## src/rtl/inlier_tally_unit_pkg.sv

```systemverilog
// ---------------------------------------------------------------------------
// Package: vector
//
// Purpose
//   Shared types for the inlier tally unit: the controller state encoding and
//   the default-width count and model-index types.
//
// Contents
//   DEFAULT_COUNT_BITS : default width of point and inlier counters (2^20 pts)
//   DEFAULT_MODEL_BITS : default width of the model index
//   count_t            : counter word at the default width
//   model_t            : model index at the default width
//   tally_state_e      : IDLE / TALLY / COMPARE / DONE
// ---------------------------------------------------------------------------
package vector;

    localparam int DEFAULT_COUNT_BITS = 21;
    localparam int DEFAULT_MODEL_BITS = 8;

    typedef logic [DEFAULT_COUNT_BITS-1:0] count_t;
    typedef logic [DEFAULT_MODEL_BITS-1:0] model_t;

    // IDLE waits for start, TALLY consumes inlier results for one model,
    // COMPARE folds that model's tally into the running best, DONE presents
    // the final answer until it is acknowledged.
    typedef enum logic [1:0] {
        IDLE    = 2'd0,
        TALLY   = 2'd1,
        COMPARE = 2'd2,
        DONE    = 2'd3
    } tally_state_e;

endpackage : vector

```

## src/rtl/inlier_tally_unit.sv

```systemverilog
// ---------------------------------------------------------------------------
// Module: inlier_tally_unit
//
// Purpose
//   Back end of a RANSAC-style search. For each of model_count candidate
//   models it consumes point_count inlier/outlier verdicts from the upstream
//   check-inlier stage, counts the inliers, and keeps the model with the
//   highest count (the earliest model wins a tie). When every model has been
//   tallied the best count and model index are held on the output until the
//   consumer acknowledges them.
//
// Ports
//   clock         in   rising-edge clock
//   reset         in   asynchronous active-low reset
//   start         in   begin a search (honoured only in IDLE)
//   point_count   in   points per model, sampled on an accepted start
//   model_count   in   number of models, sampled on an accepted start
//   ivalid        in   upstream verdict valid
//   iacknowledge  out  verdict consumed (high only while tallying)
//   inlier        in   verdict: the point is an inlier
//   busy          out  high in every state except IDLE
//   model_done    out  one-cycle pulse as each model's tally is compared
//   best_count    out  highest inlier count seen so far
//   best_model    out  index of the model holding best_count
//   ovalid        out  final result valid
//   oacknowledge  in   final result accepted
// ---------------------------------------------------------------------------
module inlier_tally_unit
    import vector::*;
#(
    parameter int COUNT_BITS = DEFAULT_COUNT_BITS,
    parameter int MODEL_BITS = DEFAULT_MODEL_BITS
) (
    input  logic                  clock,
    input  logic                  reset,
    input  logic                  start,
    input  logic [COUNT_BITS-1:0] point_count,
    input  logic [MODEL_BITS-1:0] model_count,
    input  logic                  ivalid,
    output logic                  iacknowledge,
    input  logic                  inlier,
    output logic                  busy,
    output logic                  model_done,
    output logic [COUNT_BITS-1:0] best_count,
    output logic [MODEL_BITS-1:0] best_model,
    output logic                  ovalid,
    input  logic                  oacknowledge
);

    // -----------------------------------------------------------------------
    // State and datapath registers
    // -----------------------------------------------------------------------
    tally_state_e          state_q,       state_d;
    logic [COUNT_BITS-1:0] pointCount_q,  pointCount_d;
    logic [MODEL_BITS-1:0] modelCount_q,  modelCount_d;
    logic [COUNT_BITS-1:0] pointsSeen_q,  pointsSeen_d;
    logic [COUNT_BITS-1:0] inlierCount_q, inlierCount_d;
    logic [MODEL_BITS-1:0] modelIndex_q,  modelIndex_d;
    logic [COUNT_BITS-1:0] bestCount_q,   bestCount_d;
    logic [MODEL_BITS-1:0] bestModel_q,   bestModel_d;

    // A verdict is consumed only on a valid/acknowledge handshake, and the
    // acknowledge is asserted only while tallying, so verdicts offered in
    // any other state simply wait upstream.
    logic consume;
    logic lastPoint;
    logic lastModel;
    logic zeroRequest;

    assign consume     = ivalid && (state_q == TALLY);
    assign lastPoint   = (pointsSeen_q == (pointCount_q - COUNT_BITS'(1)));
    assign lastModel   = (modelIndex_q == (modelCount_q - MODEL_BITS'(1)));
    assign zeroRequest = (point_count == '0) || (model_count == '0);

    // -----------------------------------------------------------------------
    // State register. The asynchronous reset abandons any search in flight
    // and forces every counter and the result registers back to zero.
    // -----------------------------------------------------------------------
    always_ff @(posedge clock or negedge reset) begin
        if (!reset) begin
            state_q       <= IDLE;
            pointCount_q  <= '0;
            modelCount_q  <= '0;
            pointsSeen_q  <= '0;
            inlierCount_q <= '0;
            modelIndex_q  <= '0;
            bestCount_q   <= '0;
            bestModel_q   <= '0;
        end else begin
            state_q       <= state_d;
            pointCount_q  <= pointCount_d;
            modelCount_q  <= modelCount_d;
            pointsSeen_q  <= pointsSeen_d;
            inlierCount_q <= inlierCount_d;
            modelIndex_q  <= modelIndex_d;
            bestCount_q   <= bestCount_d;
            bestModel_q   <= bestModel_d;
        end
    end

    // -----------------------------------------------------------------------
    // Next-state and datapath logic. Everything holds by default; each state
    // only lists what it changes.
    // -----------------------------------------------------------------------
    always_comb begin
        state_d       = state_q;
        pointCount_d  = pointCount_q;
        modelCount_d  = modelCount_q;
        pointsSeen_d  = pointsSeen_q;
        inlierCount_d = inlierCount_q;
        modelIndex_d  = modelIndex_q;
        bestCount_d   = bestCount_q;
        bestModel_d   = bestModel_q;

        unique case (state_q)
            IDLE: begin
                // A search with no points or no models has a trivial answer
                // of zero, so it goes straight to DONE without tallying.
                if (start) begin
                    pointsSeen_d  = '0;
                    inlierCount_d = '0;
                    modelIndex_d  = '0;
                    bestCount_d   = '0;
                    bestModel_d   = '0;
                    if (zeroRequest) begin
                        state_d = DONE;
                    end else begin
                        pointCount_d = point_count;
                        modelCount_d = model_count;
                        state_d      = TALLY;
                    end
                end
            end

            TALLY: begin
                if (consume) begin
                    pointsSeen_d = pointsSeen_q + COUNT_BITS'(1);
                    if (inlier) begin
                        inlierCount_d = inlierCount_q + COUNT_BITS'(1);
                    end
                    if (lastPoint) begin
                        state_d = COMPARE;
                    end
                end
            end

            COMPARE: begin
                // Strictly greater, so an equal later tally leaves the
                // earlier model in place.
                if (inlierCount_q > bestCount_q) begin
                    bestCount_d = inlierCount_q;
                    bestModel_d = modelIndex_q;
                end
                if (lastModel) begin
                    state_d = DONE;
                end else begin
                    modelIndex_d  = modelIndex_q + MODEL_BITS'(1);
                    pointsSeen_d  = '0;
                    inlierCount_d = '0;
                    state_d       = TALLY;
                end
            end

            DONE: begin
                if (oacknowledge) begin
                    state_d = IDLE;
                end
            end

            default: begin
                state_d = IDLE;
            end
        endcase
    end

    // -----------------------------------------------------------------------
    // Outputs are pure decodes of the registered state, so they drop to zero
    // the moment reset forces the state back to IDLE.
    // -----------------------------------------------------------------------
    always_comb begin
        iacknowledge = (state_q == TALLY);
        busy         = (state_q != IDLE);
        model_done   = (state_q == COMPARE);
        ovalid       = (state_q == DONE);
        best_count   = bestCount_q;
        best_model   = bestModel_q;
    end

endmodule : inlier_tally_unit
```

## config.mk

```make
export PLATFORM = sky130hd
export DESIGN_NAME = inlier_tally_unit
export DESIGN_NICKNAME = d
export VERILOG_FILES = /design/src/rtl/inlier_tally_unit_pkg.sv /design/src/rtl/inlier_tally_unit.sv
export SDC_FILE = /design/constraint.sdc
export NUM_CORES = 1
export LEC_CHECK = 0
export CORE_MARGIN = 4
export CORE_UTILIZATION = 50
export DETAILED_ROUTE_END_ITERATION = 10
export GPL_ROUTABILITY_DRIVEN = 0
export PLACE_DENSITY = 0.72
export SLEW_MARGIN = 10
export SYNTH_ARGS = -nofsm -noshare
export SYNTH_HDL_FRONTEND = slang
export SYNTH_SLANG_ARGS = --single-unit
```

## constraint.sdc

```tcl
create_clock -name clock -period 3.3 [get_ports clock]
set_input_delay 0.825 -clock clock [delete_from_list [all_inputs] [get_ports clock]]
set_output_delay 0.825 -clock clock [all_outputs]
set_load 0.02 [all_outputs]
```

==> out/results.tsv <==
stage	metric	value	unit
finish	fin_cells	939	
clocking	post_cts_buffers	0	
finish	drive_gt1_frac	0.129	
clocking	clk_latency	0.35	ns
synth	ys.flop_type	dfrtp_1	
timing	rsz0062_at_grt	false	
power	pwr_density_cell	669	nW/µm²
timing	worst_slew_pin_slew	0.849	ns
route	vias_per_cell	5.71	
route	routed_wl	15.4	mm
synth	synthesis.nets	760	
synth	synth_edf_count	0	
route	drtIter0Drc	518	
timing	finalCriticalPeriod	3.11	ns
power	ir_drop	0.387	mV
finish	post-route-util	0.615	
timing	post-route-period-util	0.941	
finish	final_common_cell	dfrtp_1	
timing	slew_violations	0	
synth	syn_area	6650	µm²
grt	grt_max_degree	58	
critical_path	critPathLaunch	modelCount_q[1]$_DFFE_PN0P_	
timing	final-setup-viol-count	0	
floorplan	initial_core_util	0.519	
placed_design	io_buffers	67	
critical_path	worstSetupPathType	reg2reg	
outcome	status	complete, no violations	
critical_path	cp-end-kind	register	
synth	async_reset_ff_frac	1.00	
floorplan	io_pins	68	
floorplan	core-area	12800	µm²
clocking	clk_path_buf_depth	2	
clocking	postCtsResizedCells	0	
finish	antenna_cells	0	
clocking	hold_buffers	0	
route	firstDrtPassIters	5	
finish	nets	823	
route	ant_nets	0	
route	vias	5361	
critical_path	start_kind	register	
grt	track_usage	0.215	
grt	antenna_found_initial	0	
finish	fillers	1058	
worst_hold_path	hold_path.class	in2async	
critical_path	r2r_start	modelCount_q[1]$_DFFE_PN0P_	
timing	timing.hold.ws	0.521	ns
clocking	clk_pin_slew	0.07	ns
clocking	htree_levels	3	
finish	design_area	7880	µm²
route	routedWlPerCell	16.4	µm
clocking	cts_tree	built	
synth	syn-instance-count	699	
synth	yosysUniqueCellTypes	61	
clocking	cts_sinks	110	
timing	maxSlewHeadroom	0.429	
timing	setup_tns	0	ns
floorplan	die_area	15200	µm²
floorplan	die_h	123	µm
floorplan	rows	41	
critical_path	crit_path_max_fanout	20	
grt	grt_overflow_total	0	
synth	synth-seq-cells	110	
finish	syn_to_final_growth	18.5	%
grt	grt_pass1_wl	25.9	mm
clocking	cts_root_buf	clkbuf_16	
power	power.leakage	3.41	nW
grt	first_global_vias	5310	
route	drc	0	
critical_path	critical_path_arrival	3.39	ns
critical_path	required	3.58	ns
finish	final_cell_mix	dfrtp_1, nor2_1, clkdlybuf4s50_1	
clocking	numCtsBuffers	9	
placed_design	dp.final_hpwl	11.7	mm
placed_design	dp.cells	923	
synth	ys_warn_count	0	
placed_design	placed_area	7570	µm²
run	cap_violations	0	
timing	clock_skew	0.00887	ns
floorplan	die_width	123	µm
synth	synth.avg_cell_area	9.52	µm²
critical_path	r2r_cells	7	
synth	seq_area_frac_synth	0.414	
timing	finalHoldViolations	0	
timing	fmax	0.322	GHz
[synth_stat cells, types with 2 or more instances]
| master | instances | area [µm²] |
|---|---|---|
| o31ai_1 | 3 | 22.5 |
| or4_1 | 8 | 60.1 |
| and3_1 | 6 | 37.5 |
| dfrtp_1 | 110 | 2750 |
| or3b_2 | 2 | 17.5 |
| buf_2 | 3 | 15.0 |
| clkbuf_1 | 29 | 109 |
| nand2b_1 | 4 | 25.0 |
| or2_2 | 5 | 31.3 |
| nor2_1 | 70 | 263 |
| nor2b_1 | 6 | 37.5 |
| nand4b_1 | 3 | 26.3 |
| nand4_1 | 17 | 106 |
| nand3_1 | 22 | 110 |
| or3_1 | 4 | 25.0 |
| buf_1 | 4 | 15.0 |
| a21o_1 | 7 | 52.6 |
| nor4_1 | 36 | 225 |
| nor4b_1 | 8 | 70.1 |
| o211ai_1 | 2 | 15.0 |
| mux2_2 | 48 | 541 |
| xor2_1 | 17 | 149 |
| o21ai_0 | 13 | 65.1 |
| and2_1 | 5 | 31.3 |
| nand2_1 | 43 | 161 |
| or4_4 | 2 | 22.5 |
| a21oi_1 | 15 | 75.1 |
| xnor2_1 | 54 | 473 |
| ha_1 | 26 | 325 |
| nor3_1 | 19 | 95.1 |
| o41ai_1 | 4 | 35.0 |
| a31oi_1 | 3 | 18.8 |
| o21a_1 | 6 | 45.0 |
| inv_1 | 50 | 188 |
| and4_1 | 2 | 17.5 |
| nor3b_1 | 4 | 30.0 |
| mux2i_1 | 15 | 150 |
[logic make-up after synthesis]
logic type	after synthesis	synth area share
AND/OR/NAND/NOR	272	0.217
flip-flops	110	0.414
buffers and inverters	86	0.0491
AO/OA/AOI/OAI	71	0.0737
XOR/XNOR	71	0.0935
multiplexers	63	0.104
adder cells (fa/ha/maj)	26	0.0489
[per-layer routing]
| layer | vias to the layer above | wire length, µm | global-route usage |
|---|---|---|---|
| met1 | 2606 | 6970 | 0.286 |
| li1 | 2604 | - | - |
| met3 | 28 | 589 | 0.0293 |
| met4 | 0 | 297 | 0.0782 |
| met2 | 123 | 7560 | 0.361 |
| met5 | - | 0 | 0 |
[cell type report]
cell class                      instances  area [µm²]  area share
Timing Repair Buffer                   88         838       0.106
Clock inverter                          3        42.5     0.00540
Multi-Input combinational cell        503        3580       0.455
Sequential cell                       110        2750       0.349
Clock buffer                           13         260      0.0330
Tap cell                              172         215      0.0273
Inverter                               50         188      0.0238
[where the power goes]
| group | switching (mW) | total, mW | internal (mW) |
|---|---|---|---|
| registers | 0.430 | 2.08 | 1.65 |
| logic | 1.05 | 2.07 | 1.02 |
| clock network | 0.490 | 1.12 | 0.630 |
[path summary, 6_finish.rpt]
path	slack, ns	endpoint
max	0.19	inlierCount_q[14]$_DFFE_PN0P_
min	0.52	best_count[7]$_DFFE_PN0P_
max reg2reg	0.19	inlierCount_q[14]$_DFFE_PN0P_
min reg2reg	0.52	best_model[3]$_DFFE_PN0P_
max in group asynchronous	1.93	modelCount_q[5]$_DFFE_PN0P_
min in group clock	0.52	best_model[3]$_DFFE_PN0P_
[registers in the layout (all words and copies together) (netlist names)]
name	count
state_q	2
pointsSeen_q	21
best_model	8
best_count	21
modelCount_q	8
modelIndex_q	8
inlierCount_q	21
pointCount_q	21
[worst max-delay path, stage by stage (launching register included)]
cell      delay, ns
dfrtp_1        0.41
or4_4          0.56
o221a_1        0.26
a311o_1        0.31
o2111a_2       0.42
or4_4          0.60
or3_1          0.32
a21oi_1        0.14
[stage by stage]
step	power (mW)	setup slack (ns)
5_1_grt	5.64	0.00720
3_5_place_dp	4.16	0.147
6_report	5.27	0.194
3_3_place_gp	4.05	0.208
4_1_cts	5.28	0.173
2_1_floorplan	3.45	0.355
Note: power is estimated with default switching activity, not from simulation.
==> RTL edit (same flow settings) <==
Put a register stage on the output `best_count`. The value now appears one clock later. The other outputs are not delayed to match.
--- a/src/rtl/inlier_tally_unit.sv
+++ b/src/rtl/inlier_tally_unit.sv
@@ -46,6 +46,8 @@
     output logic                  ovalid,
     input  logic                  oacknowledge
 );
+
+    logic [COUNT_BITS-1:0] best_count_d;
 
     // -----------------------------------------------------------------------
     // State and datapath registers
@@ -182,8 +184,12 @@
         busy         = (state_q != IDLE);
         model_done   = (state_q == COMPARE);
         ovalid       = (state_q == DONE);
-        best_count   = bestCount_q;
+        best_count_d = bestCount_q;
         best_model   = bestModel_q;
     end
 
+    always_ff @(posedge clock) begin
+        best_count <= best_count_d;
+    end
+
 endmodule : inlier_tally_unit
Behaviour: not the same (Yosys sat finds a counterexample within 4 cycles, from zero or initial values and one cycle with reset low).
==> RTL edit against the unedited design <==
Synthesized cell count is 4.0% lower; core utilization rose by 1.8 points; total power up 18%; area after synthesis rose by 2.7%; setup slack gained 0.27 ns; largest cell class unchanged; clock skew down 0.0011 ns; non-clock buffer count shrank 12; final area increased by 6.6%; routed wire length fell by 3.4%; count of clock-buffer cells in the layout increased by 12; sequential cell count increased by 21; sequential share of layout area up 2.8 points; sequential power increased by 10%.
==> RTL edit: results (changes against the unedited design) <==
### Cells and area
• 0.003173 mm² — total area of sequential cells, +15%
• 1080 — fill cell total of the finished layout, +2.1%
• 12.10% — share of cells above drive strength 1, -0.81 points

### Clock tree
• 0.42 ns — clock network latency to the later pin of the worst-skew pair, +0.07 ns
• 4 — H-tree levels, +1

### Global route
• 57 — maximum number of pins on one net before global-route repair, -1.7%
• 19.93% — GRT Util Overall, -1.6 points
• 25530 µm — first-pass GRT wire length, -1.5%

### Worst setup path
• bestCount_q[14]$_DFFE_PN0P_ — Critical R2R Capture
• clkdlybuf4s50_1 — master of the slowest instance on the critical path
• 0.67 ns — maximum single-stage delay on the critical path, +0.07 ns
• 2.01 ns — Crit path arrival time, -1.38 ns

### Routing
• 5226 — number of vias in the routed layout, -2.5%
• 14900 µm — total routed wirelength, -3.4%
• 315 — initial DRC count, -39%

### Pwr
• 4.153 mW — design internal power, +26%
• 3.642 nW — leakage power of the design, +6.7%

### Placement
• 896 — Placed Cells incl. Taps, -2.9%

### Run status
• finished clean — status

### Logic synthesis
• 10.76% — parity-gate share of the synthesized area counting xor and xnor cells, +1.4 points
• 6.718% — multiplexer share of the synthesized area, -3.7 points
• 732 — Synthesized Nets, -3.7%
• 58 — number of distinct library cells after synthesis, -4.9%
• 83.97% — ys async rst share, -16 points

### Hold path
• reg2reg — Hold WC Path Type

### STA
• 0.007750 ns — clk_skew, -0.001119 ns

[RTL edit: final cells by class]
class | instances | area share [%]
multi-input cells | 472 | 40.54
flip-flops and latches | 131 | 37.75
repair buffers | 76 | 9.052
clock buffers | 25 | 6.253
well taps | 176 | 2.620
clock inverters | 7 | 1.950
inverters | 41 | 1.831
[RTL edit: layer usage]
layer | vias to the layer above | share of wire (%) | global-route usage, % | wire, µm
met3 | 29 | 4.9 | 4.631 | 731
met2 | 145 | 48 | 32.73 | 7202
met1 | 2569 | 44 | 25.57 | 6620
li1 | 2483 | - | - | -
met4 | 0 | 2.3 | 8.163 | 341
met5 | - | 0 | 0 | 0
[RTL edit: how the worst max path moves through the flow]
| stage | startpoint | end | slack [ns] | depth (start not counted) |
|---|---|---|---|---|
| 2_1_floorplan | point_count[3] | pointCount_q[10]$_DFFE_PN0P_ | 0.64 | 7 |
| 3_3_place_gp | point_count[3] | pointCount_q[9]$_DFFE_PN0P_ | 0.16 | 7 |
| 3_5_place_dp | point_count[3] | pointCount_q[5]$_DFFE_PN0P_ | 0.11 | 7 |
| 4_1_cts | inlierCount_q[8]$_DFFE_PN0P_ | bestCount_q[8]$_DFFE_PN0P_ | 0.46 | 8 |
| 5_1_grt | pointCount_q[0]$_DFFE_PN0P_ | state_q[0]$_DFFE_PN0P_ | 0.24 | 10 |
| 6_report | state_q[0]$_DFFE_PN0P_ | iacknowledge | 0.47 | 3 |
[RTL edit: power by group through the flow]
stage | combinational [mW] | sequential [mW] | clock, mW
2_1_floorplan | 1.34 | 2.16 | 0
3_3_place_gp | 1.65 | 2.28 | 0
3_5_place_dp | 1.71 | 2.30 | 0
4_1_cts | 1.74 | 2.28 | 2.20
5_1_grt | 1.90 | 2.33 | 2.28
6_report | 1.73 | 2.29 | 2.18
